**src/rtl/trace_pkg.sv**
```systemverilog
// rtl/trace_pkg.sv - shared mask indices and entry layout for the x/y/z trace buffer
package trace_pkg;

  localparam int X_BIT        = 0;
  localparam int Y_BIT        = 1;
  localparam int Z_BIT        = 2;
  localparam int MASK_W       = 3;
  localparam int DEF_WIDTH    = 32;
  localparam int DEF_TS_WIDTH = 16;

  // Layout reference at default widths; the top rebuilds the same order for its own parameters.
  typedef struct packed {
    logic [DEF_TS_WIDTH-1:0] ts;
    logic [MASK_W-1:0]       mask;
    logic                    lost;
    logic [DEF_WIDTH-1:0]    x;
    logic [DEF_WIDTH-1:0]    y;
    logic [DEF_WIDTH-1:0]    z;
  } trace_entry_t;

  function automatic int entry_width(input int w, input int ts_w);
    return ts_w + MASK_W + 1 + 3 * w;
  endfunction

endpackage

```
**src/rtl/trace_fifo.sv**
```systemverilog
// rtl/trace_fifo.sv - synchronous first-word-fall-through FIFO, extra pointer bit for full/empty
module trace_fifo #(
  parameter int EW    = 8,
  parameter int DEPTH = 8
) (
  input  logic                       clk,
  input  logic                       rst,
  input  logic                       push_i,
  input  logic [EW-1:0]              din_i,
  input  logic                       pop_i,
  output logic [EW-1:0]              dout_o,
  output logic                       full_o,
  output logic                       empty_o,
  output logic [$clog2(DEPTH):0]     level_o
);

  localparam int AW = $clog2(DEPTH);

  logic [EW-1:0] mem_q [DEPTH];
  logic [AW:0]   wr_ptr_q, wr_ptr_d;
  logic [AW:0]   rd_ptr_q, rd_ptr_d;
  logic          do_push, do_pop;

  assign empty_o = (wr_ptr_q == rd_ptr_q);
  assign full_o  = (wr_ptr_q[AW] != rd_ptr_q[AW]) && (wr_ptr_q[AW-1:0] == rd_ptr_q[AW-1:0]);
  assign level_o = wr_ptr_q - rd_ptr_q;
  assign dout_o  = mem_q[rd_ptr_q[AW-1:0]];

  // A pop in the same cycle frees the slot, so a full FIFO still accepts the push.
  always_comb begin
    do_pop   = pop_i && !empty_o;
    do_push  = push_i && (!full_o || do_pop);
    wr_ptr_d = do_push ? wr_ptr_q + 1'b1 : wr_ptr_q;
    rd_ptr_d = do_pop  ? rd_ptr_q + 1'b1 : rd_ptr_q;
  end

  always_ff @(posedge clk) begin
    if (rst) begin
      wr_ptr_q <= '0;
      rd_ptr_q <= '0;
    end else begin
      wr_ptr_q <= wr_ptr_d;
      rd_ptr_q <= rd_ptr_d;
    end
  end

  always_ff @(posedge clk) begin
    if (do_push) begin
      mem_q[wr_ptr_q[AW-1:0]] <= din_i;
    end
  end

endmodule

```
**src/rtl/xyz_trace_buffer.sv**
```systemverilog
// rtl/xyz_trace_buffer.sv - change-capture recorder for x/y/z with timestamped FIFO and drop accounting
module xyz_trace_buffer
  import trace_pkg::*;
#(
  parameter int WIDTH    = 32,
  parameter int DEPTH    = 8,
  parameter int TS_WIDTH = 16
) (
  input  logic                     clk,
  input  logic                     rst,
  input  logic                     in_valid,
  input  logic [WIDTH-1:0]         x,
  input  logic [WIDTH-1:0]         y,
  input  logic [WIDTH-1:0]         z,
  output logic                     out_valid,
  input  logic                     out_ready,
  output logic [TS_WIDTH-1:0]      out_ts,
  output logic [2:0]               out_mask,
  output logic                     out_lost,
  output logic [WIDTH-1:0]         out_x,
  output logic [WIDTH-1:0]         out_y,
  output logic [WIDTH-1:0]         out_z,
  output logic [$clog2(DEPTH):0]   level,
  output logic [7:0]               drop_count
);

  localparam int EW = entry_width(WIDTH, TS_WIDTH);

  typedef struct packed {
    logic [TS_WIDTH-1:0] ts;
    logic [MASK_W-1:0]   mask;
    logic                lost;
    logic [WIDTH-1:0]    x;
    logic [WIDTH-1:0]    y;
    logic [WIDTH-1:0]    z;
  } entry_t;

  logic [TS_WIDTH-1:0] ts_q, ts_d;
  logic [WIDTH-1:0]    snap_x_q, snap_x_d;
  logic [WIDTH-1:0]    snap_y_q, snap_y_d;
  logic [WIDTH-1:0]    snap_z_q, snap_z_d;
  logic                snap_vld_q, snap_vld_d;
  logic                lost_q, lost_d;
  logic [7:0]          drop_q, drop_d;

  logic [MASK_W-1:0]   mask_c;
  logic                capture, push, pop, drop;
  entry_t              push_entry, head_entry;
  logic [EW-1:0]       fifo_dout;
  logic                fifo_full, fifo_empty;

  always_comb begin
    mask_c = '1;
    if (snap_vld_q) begin
      mask_c[X_BIT] = (x != snap_x_q);
      mask_c[Y_BIT] = (y != snap_y_q);
      mask_c[Z_BIT] = (z != snap_z_q);
    end
    capture = in_valid && (mask_c != '0);
    pop     = out_ready && !fifo_empty;
    drop    = capture && fifo_full && !pop;
    push    = capture && !drop;

    push_entry.ts   = ts_q;
    push_entry.mask = mask_c;
    push_entry.lost = lost_q;
    push_entry.x    = x;
    push_entry.y    = y;
    push_entry.z    = z;

    ts_d       = ts_q + 1'b1;
    snap_x_d   = snap_x_q;
    snap_y_d   = snap_y_q;
    snap_z_d   = snap_z_q;
    snap_vld_d = snap_vld_q;
    lost_d     = lost_q;
    drop_d     = drop_q;

    // Snapshot tracks every capture, even dropped ones, so later masks stay relative to what was seen.
    if (capture) begin
      snap_x_d   = x;
      snap_y_d   = y;
      snap_z_d   = z;
      snap_vld_d = 1'b1;
    end
    if (drop) begin
      lost_d = 1'b1;
      if (drop_q != 8'hFF) begin
        drop_d = drop_q + 8'd1;
      end
    end else if (push) begin
      lost_d = 1'b0;
    end
  end

  always_ff @(posedge clk) begin
    if (rst) begin
      ts_q       <= '0;
      snap_x_q   <= '0;
      snap_y_q   <= '0;
      snap_z_q   <= '0;
      snap_vld_q <= 1'b0;
      lost_q     <= 1'b0;
      drop_q     <= '0;
    end else begin
      ts_q       <= ts_d;
      snap_x_q   <= snap_x_d;
      snap_y_q   <= snap_y_d;
      snap_z_q   <= snap_z_d;
      snap_vld_q <= snap_vld_d;
      lost_q     <= lost_d;
      drop_q     <= drop_d;
    end
  end

  trace_fifo #(
    .EW    (EW),
    .DEPTH (DEPTH)
  ) u_fifo (
    .clk     (clk),
    .rst     (rst),
    .push_i  (push),
    .din_i   (push_entry),
    .pop_i   (pop),
    .dout_o  (fifo_dout),
    .full_o  (fifo_full),
    .empty_o (fifo_empty),
    .level_o (level)
  );

  // Stale storage must not leak out while the FIFO is empty.
  assign head_entry = fifo_empty ? '0 : entry_t'(fifo_dout);
  assign out_valid  = !fifo_empty;
  assign out_ts     = head_entry.ts;
  assign out_mask   = head_entry.mask;
  assign out_lost   = head_entry.lost;
  assign out_x      = head_entry.x;
  assign out_y      = head_entry.y;
  assign out_z      = head_entry.z;
  assign drop_count = drop_q;

endmodule

```
**config.mk**
```make
export PLATFORM = sky130hd
export DESIGN_NAME = xyz_trace_buffer
export DESIGN_NICKNAME = d
export VERILOG_FILES = /design/src/rtl/trace_pkg.sv /design/src/rtl/trace_fifo.sv /design/src/rtl/xyz_trace_buffer.sv
export SDC_FILE = /design/constraint.sdc
export NUM_CORES = 1
export LEC_CHECK = 0
export ABC_AREA = 1
export CAP_MARGIN = 25
export CORE_ASPECT_RATIO = 2
export CORE_MARGIN = 2
export CORE_UTILIZATION = 30
export DETAILED_ROUTE_END_ITERATION = 6
export SLEW_MARGIN = 20
export SYNTH_ARGS = -nofsm -noshare
export SYNTH_HDL_FRONTEND = slang
export SYNTH_SLANG_ARGS = --single-unit
export TNS_END_PERCENT = 30
```
**constraint.sdc**
```tcl
create_clock -name clk -period 22 [get_ports clk]
set_clock_uncertainty 0.2 [all_clocks]
set_input_delay 4.4 -clock clk [delete_from_list [all_inputs] [get_ports clk]]
set_output_delay 4.4 -clock clk [all_outputs]
set_load 0.1 [all_outputs]
```
# --- After elaboration in Yosys (flattened, before gate mapping) ---
# Memories as Yosys holds them, arrays and structs flattened. A register that Yosys moved wholly into a read port is not among the register bits.
# Cells that the tools add are included.
totals:
  regBits: 130
  mem_bits_rw: 928
  input_bits: 100
  memories: 1
op_classes:
  n_addsub: 5
  eq_ne: 7
  mux: 8
  reduce_logical: 16
mem_list:
  columns: ["name", "depth", "word_bits", "rd", "rd_ports_with_merged_regs", "write_ports", "line_no", "source"]
  rows:
  - ["u_fifo.mem_q", 8, 116, 1, 1, 1, "trace_fifo.sv:19", "logic [EW-1:0] mem_q [DEPTH];"]
ops:
  columns: ["cell", "count"]
  rows:
  - ["$mux 116", 1]
  - ["$ne 32x32->1", 3]
  - ["$add 16x1->16 const B", 1]
  - ["$mux 3", 3]
  - ["$add 4x1->4 const B", 2]
  - ["$add 8x1->8 const B", 1]
  - ["$logic_and 1x1->1", 8]
  - ["$ne 8x8->1 const B", 1]
  - ["$eq 4x4->1", 1]
  - ["$logic_not 1->1", 4]
  - ["$mux 1", 4]
  - ["$sub 4x4->4", 1]
  - ["$eq 3x3->1", 1]
  - ["$reduce_bool 3->1", 1]
  - ["$reduce_and 2->1", 1]
  - ["$reduce_bool 2->1", 1]
  - ["$logic_or 1x1->1", 1]
  - ["$ne 1x1->1", 1]

# --- Depth between registers and ports, before layout ---
logic_depth:
  word_depth: 11
  ltp_mapped: 15
  depth_no_buf: 13

# --- Modules after synthesis ---
# A second synthesis with hierarchy kept.
hier_totals:
  cells_unflattened: 3877
  area_unflattened_um2: 43113.8
by_module_without_submodules:
  columns: ["module", "instances", "cells_per_inst", "area_per_inst_um2"]
  rows:
  - ["trace_fifo", 1, 2717, 36172.2]
  - ["xyz_trace_buffer", 1, 1160, 6941.7]

# --- Worst setup path before layout ---
# No wires, ideal clock.
synth_path:
  path_type: "input to register"
  startpoint: "in y[7]"
  endpoint: "mem u_fifo.mem_q[2][0] (netlist name), enable pin"
  arrival_time_ns: 13.140
  path_slack_ns: 7.926
  path_stages: 10
  cell_sequence: "inv_1 -> or2_2 -> o211ai_1 -> nor2_1 -> nand3_1 -> nor2_1 -> nand3_2 -> nand3_1 -> buf_2 -> nor3_1"
synth_via:
  elab_chain_cells: 11
synth_lines:
  columns: ["item", "line_no", "source"]
  rows:
  - ["start, declared", "xyz_trace_buffer.sv:13", "input logic [WIDTH-1:0] y,"]
  - ["$ne 32x32->1 (*)", "xyz_trace_buffer.sv:56", "mask_c[Y_BIT] = (y != snap_y_q);"]
  - ["$mux 3 (*)", "xyz_trace_buffer.sv:54", "if (snap_vld_q) begin"]
  - ["$reduce_bool 3->1 (*)", "xyz_trace_buffer.sv:59", "capture = in_valid && (mask_c != '0);"]
  - ["$logic_and 1x1->1 (*)", "xyz_trace_buffer.sv:59", null]
  - ["$logic_and 1x1->1 (2 in a row)", "xyz_trace_buffer.sv:61", "drop = capture && fifo_full && !pop;"]
  - ["$logic_not 1->1", "xyz_trace_buffer.sv:62", "push = capture && !drop;"]
  - ["$logic_and 1x1->1 (*)", "xyz_trace_buffer.sv:62", null]
  - ["$logic_and 1x1->1 (*)", "trace_fifo.sv:32", "do_push = push_i && (!full_o || do_pop);"]
  - ["$mux 1 (*)", "trace_fifo.sv:48", "if (do_push) begin"]
  - ["$mux 1 (implied by the code) (*)", "trace_fifo.sv:49", "mem_q[wr_ptr_q[AW-1:0]] <= din_i;"]
  - ["end, declared", "trace_fifo.sv:19", null]
# Mark *: on every way between the ends. The rest lies on a longest branch, timed or not.

==> results_dict.tcl <==
set metrics [dict create \
    outcome "finished with violations" \
    failing_checks "DRC" \
    detail_route.wirelength_um 115500 \
    hold_slack_ns 0.2870 \
    worst_ep_arrival_time_ns 6.05 \
    number_of_pins_with_negative_max_slew_slack_in_the_final_report 0 \
    tritoncts "done" \
    vias 28211 \
    seq_area_frac_synth_pct 72.01 \
    rsz0062_at_grt "no" \
    netlist_top_cells_count "nor2_1 (980), edfxtp_1 (928), o21ai_0 (661), nand2_1 (186), clkbuf_1 (162)" \
    final.fill_count 13633 \
    setup.worst_path.class "reg -> out" \
    die_outline_width_um 269.8 \
    grt_max_degree 199 \
    hold_class "reg -> reg" \
    power.density_cell_area_nw_per_um2 108.9 \
    groute.usage.overall_pct 15.53 \
    global_route.overflow_total 0 \
    gp_routability_congestion 0.7704 \
    final_layout_size_suffix_gt1_share_pct 5.961 \
    h-tree-depth 3 \
    finish.net_count 3936 \
    synthesis.yosys.warnings 0 \
    grt_first_pass_wirelength_um 170500 \
    yosys.cell_types.count 39 \
    wl_per_cell_um 19.97 \
    synth_top_area_share_pct 65.73 \
    detailedRoute.firstPassIterationCount 7 \
    critPathLaunchType "flip-flop" \
    synth_seq_cells 1061 \
    max_freq_ghz 0.09392 \
    clock_path_buffers 3 \
    io-pin-count 229 \
    postSynth.topFlopCell "edfxtp_1" \
    ctsRootBufferMaster "clkbuf_16" \
    cts_repair_resize_count 0 \
    std_cell_rows 195 \
    endpoint_kind "output pin" \
    antenna_viol_nets_final 0 \
    post_synthesis_instance_total 3673 \
    drt-initial-drc-count 1886 \
    final-hold-violation-count 0 \
    clkTransAtPathRegs_ns 0.06 \
    synth.cell_area_um2 42400 \
    die_height_um 535.7 \
    worst_hold_path.num_cells 2 \
    synthToLayoutAreaGrowth_pct 17.70 \
    post-route-worst-setup-slack_ns 11.35 \
    grt_pass1_vias 27848 \
    count_of_hold_buffers_inserted_by_post_cts_repair 0 \
    post-dp-hpwl_um 64550 \
    max_slew_margin_pct 27.76 \
    final_period_minus_worst_setup_slack_ns 10.65 \
    yosysMostFrequentCell "nor2_1" \
    routed_via_density 4.877 \
    cts_made_buffers 97 \
    clock_sink_count 1061 \
    post_synth_arst_share_pct 0 \
    mappedNetlistNets 3781 \
    post_synth_main_area_contributors "edfxtp_1 (66%), nor2_1 (8.7%), o21ai_0 (7.8%)" \
    post-synth-top-area-cell "edfxtp_1" \
    average_size_of_a_mapped_cell_um2 11.54 \
    final-setup-viol-count 0 \
    antenna_violations_before_repair 8 \
    design.die.area_um2 144500 \
    residual_drc 2 \
    io_buffer_count 228 \
    coreArea_um2 140800 \
    layoutNonFillerInstCount 5784 \
    detailedPlace.worstSlack_ns 12.03 \
    synth_enable_flop_cells 928 \
    post_cts.repair.setup_buffers 0 \
    place_inst 5599 \
    power.static_leakage_nw 16.73 \
    timing.critical_path.required_ns 17.40 \
    fin_crit_sh_pct 48.40 \
    tightestPinTransition_ns 1.080 \
    worstRegToRegCells 12 \
    ir_worst_vdd_v 0.00008346 \
    worstPathMaxFanout 97 \
    tns_ns 0 \
    insertion_delay_ns 0.70 \
    effective_utilization_at_floorplan_pct 30.12 \
    max_cap_viol_count 0 \
]
## cells by family after synthesis
logic type / synth area share, %
compound gates: 12.10
xor+xnor: 0.8469
fa+ha+maj: 0.2538
buf+inv: 3.494
flops: 72.01
simple gates: 11.30
## per-stage QoR
stage | total power, mW | instance area, µm² | util (%)
floorplan | 3.352 | 42400 | -
global placement | 3.764 | 46570 | 33.08
CTS | 5.495 | 49860 | 35.42
detailed placement | 3.786 | 46680 | 33.16
global route | 5.642 | 49900 | 35.45
finish | 5.435 | 49900 | 35.45
## registers in the layout, summed over array words and instances (netlist names), named ones only
register	cells
drop_count	8
lost_q	1
snap_vld_q	1
snap_x_q	32
snap_y_q	32
snap_z_q	32
ts_q	16
u_fifo.mem_q	928
u_fifo.rd_ptr_q	4
u_fifo.wr_ptr_q	4
## layer usage
layer / wire length, µm / part of all wire, % / GRT usage [%]
met3: 5032 / 4.4 / 2.453
met1: 44820 / 39 / 17.28
met2: 61810 / 53 / 29.34
met4: 3843 / 3.3 / 6.162
met5: 36 / 0.031 / 0
## final timing paths
| path | startpoint | end | slack [ns] |
|---|---|---|---|
| max | flip-flop | out_z[9] | 11.35 |
| min | snap_y_q[9] | snap_y_q[9] | 0.29 |
| max reg2reg | u_fifo.wr_ptr_q[0] | u_fifo.mem_q[2][29] | 16.38 |
| min reg2reg | snap_y_q[9] | snap_y_q[9] | 0.29 |
## critical path: stages (launching register included)
cell and delay [ns]:
dfxtp_4 0.89, buf_4 0.67, buf_4 0.64, buf_4 0.88, o21ai_0 0.22, o22ai_1 0.19
o21ai_0 0.09, a31oi_1 0.42, clkdlybuf4s50_1 1.23
## placed cells by master (no fill, tap or decap), types with 47 or more instances in the layout
| cell | instances |
|---|---|
| clkdlybuf4s50_1 | 228 |
| dfxtp_1 | 131 |
| a31oi_1 | 116 |
| nor2_1 | 975 |
| nand2_1 | 186 |
| buf_4 | 47 |
| o22ai_1 | 116 |
| clkbuf_16 | 99 |
| inv_1 | 129 |
| o21ai_0 | 661 |
| edfxtp_1 | 928 |
## where the power goes
group / internal (mW) / leakage (nW) / switching, mW
registers: 2.24 / 9.58 / 0.0345
logic: 0.331 / 5.62 / 1.12
clock network: 0.959 / 1.53 / 0.747
total: 3.53 / 16.7 / 1.90
## final cells by class
type / instances / area, µm² / share of cell area (%)
antenna: 4 / 10.01 / 0.02006
clock buffer: 129 / 2610 / 5.230
clock inverter: 51 / 574.3 / 1.151
inverter: 139 / 554.3 / 1.111
multi-input combinational: 2246 / 10450 / 20.93
sequential: 1061 / 30540 / 61.19
tap: 1871 / 2341 / 4.691
timing repair buffer: 283 / 2833 / 5.676
Power figures use the tool's default switching activity.
